## config.mk

```make
export PLATFORM = sky130hd
export DESIGN_NAME = boot_loader
export DESIGN_NICKNAME = d
export VERILOG_FILES = /design/src/rtl/boot_loader.sv
export SDC_FILE = /design/constraint.sdc
export NUM_CORES = 1
export LEC_CHECK = 0
export CAP_MARGIN = 30
export CORE_ASPECT_RATIO = 0.75
export CORE_MARGIN = 5
export CORE_UTILIZATION = 40
export DETAILED_ROUTE_END_ITERATION = 6
export GPL_ROUTABILITY_DRIVEN = 0
export GPL_TIMING_DRIVEN = 0
export PLACE_DENSITY = 0.62
export SETUP_SLACK_MARGIN = 0.05
export SYNTH_ARGS = -nofsm -noshare
export SYNTH_HDL_FRONTEND = slang
export SYNTH_SLANG_ARGS = --single-unit
export TNS_END_PERCENT = 1
```

## constraint.sdc

```tcl
create_clock -name clk -period 3.05 [get_ports clk]
set_clock_uncertainty 0.05 [all_clocks]
set_input_delay 0.305 -clock clk [delete_from_list [all_inputs] [get_ports clk]]
set_output_delay 0.305 -clock clk [all_outputs]
set_load 0.01 [all_outputs]
```

## src/rtl/boot_loader.sv

```systemverilog
// boot_loader: receives a big-endian byte stream (addr, len, data words), writes
// the words to memory, then releases the CPU from reset until a reload request.
`default_nettype none

module boot_loader (
  input  logic        clk,
  input  logic        RST_bar,
  input  logic [7:0]  rx_data,
  input  logic        rx_valid,
  output logic        rx_ready,
  input  logic        load_req,
  output logic [15:0] mem_addr,
  output logic [15:0] mem_data,
  output logic        mem_we,
  output logic        cpu_rst_bar,
  output logic        busy,
  output logic [15:0] words_left
);

  typedef enum logic [2:0] {
    S_ADDR_H = 3'd0,
    S_ADDR_L = 3'd1,
    S_LEN_H  = 3'd2,
    S_LEN_L  = 3'd3,
    S_DATA_H = 3'd4,
    S_DATA_L = 3'd5,
    S_WRITE  = 3'd6,
    S_RUN    = 3'd7
  } state_t;

  state_t      state_q, state_d;
  logic [15:0] addr_q, addr_d;
  logic [7:0]  len_h_q, len_h_d;
  logic [15:0] words_left_q, words_left_d;
  logic [7:0]  data_h_q, data_h_d;
  logic [7:0]  data_l_q, data_l_d;
  logic [15:0] mem_addr_q, mem_addr_d;
  logic [15:0] mem_data_q, mem_data_d;
  logic        cpu_rst_bar_q, cpu_rst_bar_d;
  logic        accept;

  // Outputs decode registered state only; no input reaches an output combinationally.
  assign rx_ready    = (state_q != S_WRITE) && (state_q != S_RUN);
  assign mem_we      = (state_q == S_WRITE);
  assign busy        = (state_q != S_RUN);
  assign mem_addr    = mem_addr_q;
  assign mem_data    = mem_data_q;
  assign cpu_rst_bar = cpu_rst_bar_q;
  assign words_left  = words_left_q;

  assign accept = rx_valid && rx_ready;

  always_ff @(posedge clk) begin
    if (!RST_bar) begin
      state_q       <= S_ADDR_H;
      addr_q        <= 16'h0000;
      len_h_q       <= 8'h00;
      words_left_q  <= 16'h0000;
      data_h_q      <= 8'h00;
      data_l_q      <= 8'h00;
      mem_addr_q    <= 16'h0000;
      mem_data_q    <= 16'h0000;
      cpu_rst_bar_q <= 1'b0;
    end else begin
      state_q       <= state_d;
      addr_q        <= addr_d;
      len_h_q       <= len_h_d;
      words_left_q  <= words_left_d;
      data_h_q      <= data_h_d;
      data_l_q      <= data_l_d;
      mem_addr_q    <= mem_addr_d;
      mem_data_q    <= mem_data_d;
      cpu_rst_bar_q <= cpu_rst_bar_d;
    end
  end

  always_comb begin
    state_d       = state_q;
    addr_d        = addr_q;
    len_h_d       = len_h_q;
    words_left_d  = words_left_q;
    data_h_d      = data_h_q;
    data_l_d      = data_l_q;
    mem_addr_d    = mem_addr_q;
    mem_data_d    = mem_data_q;
    // CPU is released one cycle after RUN is entered and dropped with the reload request.
    cpu_rst_bar_d = (state_q == S_RUN) && !load_req;

    case (state_q)
      S_ADDR_H: if (accept) begin
        addr_d[15:8] = rx_data;
        state_d      = S_ADDR_L;
      end
      S_ADDR_L: if (accept) begin
        addr_d[7:0] = rx_data;
        state_d     = S_LEN_H;
      end
      S_LEN_H: if (accept) begin
        len_h_d = rx_data;
        state_d = S_LEN_L;
      end
      S_LEN_L: if (accept) begin
        words_left_d = {len_h_q, rx_data};
        state_d      = ({len_h_q, rx_data} != 16'h0000) ? S_DATA_H : S_RUN;
      end
      S_DATA_H: if (accept) begin
        data_h_d = rx_data;
        state_d  = S_DATA_L;
      end
      S_DATA_L: if (accept) begin
        // Memory port registers are loaded here so they are valid throughout WRITE.
        data_l_d   = rx_data;
        mem_addr_d = addr_q;
        mem_data_d = {data_h_q, rx_data};
        state_d    = S_WRITE;
      end
      S_WRITE: begin
        addr_d       = addr_q + 16'd1;
        words_left_d = words_left_q - 16'd1;
        state_d      = (words_left_q == 16'd1) ? S_RUN : S_DATA_H;
      end
      S_RUN: if (load_req) begin
        state_d = S_ADDR_H;
      end
      default: state_d = S_ADDR_H;
    endcase
  end

endmodule

`default_nettype wire

```

==> results of run 1 <==
[where the power goes]
part | switching (mW) | internal (mW)
registers | 0.0292 | 1.12
logic | 0.124 | 0.0778
clock network | 0.446 | 0.739
total | 0.600 | 1.94
[registers in the layout (all words and copies together), names as in the netlist]
signal and flops:
mem_addr 16, cpu_rst_bar 1, state_q 3, words_left 16, mem_data 16, len_h_q 8
addr_q 16, data_h_q 8
[layout make-up]
type	count	area (µm²)
Buffer	33	151
Clock buffer	10	239
Clock inverter	6	87.6
Fill cell	930	4600
Inverter	9	33.8
Multi-Input combinational cell	360	2080
Sequential cell	84	1680
Tap cell	132	165
Timing Repair Buffer	61	611
[final timing paths]
path | slack [ns] | start | end | depth (start not counted)
hold reg to reg | 0.40 | mem_addr[12] | mem_addr[12] | 2
setup / recovery | 0.34 | state_q[1] | mem_we | 6
hold / removal | 0.40 | mem_addr[12] | mem_addr[12] | 2
setup reg to reg | 0.92 | words_left[9] | words_left[13] | 4
[critical path, delay by kind of cell (launching register included)]
family,cells,cell delay [ns]
flops,1,0.30
simple gates,1,0.21
buf+inv,5,1.51
[per-stage QoR]
stage | area (µm²) | power (mW)
finish | 5050 | 2.54
CTS | 5050 | 2.56
floorplan | 3950 | 1.29
detailed placement | 4730 | 1.37
global placement | 4730 | 1.37
global route | 5050 | 2.61
[kinds of logic (layout without fill, tap and decap cells)]
logic type,after synthesis,in the layout,synth area share [%]
multiplexers,19,19,4.84
adder cells (fa/ha/maj),3,3,0.950
XOR/XNOR,1,1,0.222
AND/OR/NAND/NOR,213,213,27.0
buffers and inverters,42,119,4.69
flip-flops,84,84,42.6
AO/OA/AOI/OAI,124,124,19.7
[layout by cell type (no fill, tap or decap), types with 5 or more instances in the layout]
cell type	Yosys	routed
a21oi_1	56	56
a31oi_1	9	9
and3_1	5	5
buf_2	16	16
clkbuf_1	15	15
clkbuf_16	0	9
clkdlybuf4s50_1	0	61
dfxtp_1	84	84
inv_1	8	8
mux2i_1	18	18
nand2_1	96	96
nand3_1	11	11
nand4_1	7	7
nand4b_1	6	6
nor2_1	40	40
nor3_1	9	9
nor4_1	7	7
o21ai_0	13	13
o31a_1	5	5
[metal layers]
layer  vias up  global-route usage [%]  share of wire (%)
met5         -                       0                  0
met4         0                    5.20                1.2
met3        15                    6.27                9.3
met2       161                    32.9                 43
met1      1871                    28.8                 47
li1       1890                       -                  -
==> reports/results.ini, run 1 <==
[floorplan]
io_pins=64
die_height_um=96.1
core_area_um2=9660
fp.dieW_um=125
fp.dieArea_um2=12000
start_util_pct=40.9
row_count=31

[placed_design]
placedCellCount=679
io_buffers=61
dp_hpwl_mm=8.91
place_ws_ns=0.607

[logic_synthesis]
yosysTopAreaCellShare_pct=42.6
syn-num-nets=501
synth_edf_count=0
synth_area_um2=3950
synth_common_cells=nand2_1 (96), dfxtp_1 (84), a21oi_1 (56)
yosysMostFrequentCell=nand2_1
yosys_warnings=0
synth_top_cell_by_area=dfxtp_1
ys_seq_elements=84
ys.flop_type=dfxtp_1
postSynthCellCount=486
ys_seq_area_share_pct=42.6
post_synth.cell_area_avg_um2=8.13
synthArstFlopShare_pct=0
yosysUniqueCellTypes=60
synthTopCellsByArea=dfxtp_1 (43%), nand2_1 (9.1%), a21oi_1 (7.1%)

[cts]
clock_latency_ns=0.34
cts_resized=0
clock_path_buffers=2
cts_hold_buf=0
root_buffer=clkbuf_16
numCtsBuffers=9
clk_pin_slew_ns=0.06
cts_sinks=84
cts.htree.levels=3
cts_setup_buffers=0
cts_tree=yes

[route]
drt_first_pass_iters=5
first_iter_violations=323
num_vias=3937
routed_wl_mm=12.5
wire_per_inst_um=17.9
via_per_inst=5.66
ant_nets=0
drc=0

[global_routing]
gr-total-overflow=0
grt_pass1_vias=3845
grt_usage_pct=21.1
grt_pass1_wl_mm=20.1
grt_max_degree=15
antenna_found_initial=0

[outcome]
status=finished, final reports clean

[pwr]
p_per_area_nw_per_um2=502
peakVddDrop_mv=0.292
leakage_nw=1.73

[timing]
timing.fmax_mhz=369
whs_ns=0.403
rsz0062_at_grt=false
finalCritPeriodShare_pct=89.0
slew_headroom_pct=46.4
hold_viol=0
setup_viol=0
report.final.slew_viol_count=0
worst_pin_slew_ns=0.798
fin_ws_ns=0.337
period_minus_slack_ns=2.71
fin_setup_tns_ns=0

[final_layout]
antenna_cells=0
drive_above_1_share_pct=8.53
syn2layout_area_growth_pct=27.9
final_util_pct=52.3
fin_cells=695
fin_nets=573

[flow_run]
drv_cap=0

[worst_setup_path]
endpoint_kind=primary output
worstPathArrival_ns=2.36
crit_slowest_cell=clkdlybuf4s50_1
cpMostUsedCell=buf_2
crit_path_cell_trace=buf_2 -> nand3b_1 -> inv_1 -> buf_2 -> buf_2 -> clkdlybuf4s50_1
cp_max_fo=10
slowest_delay_ns=0.60
path_class=reg -> out
crit_path_start_kind=flop
cp.required_ns=2.69

[worst_hold_path]
hold_path_class=reg -> reg

(Power assumes the default switching activity.)
==> inputs of run 2 (changes only) <==
TNS_END_PERCENT = 100   (was 1)
==> results of run 2 <==
Final layout, timing and power as in run 1 (identical DEF).
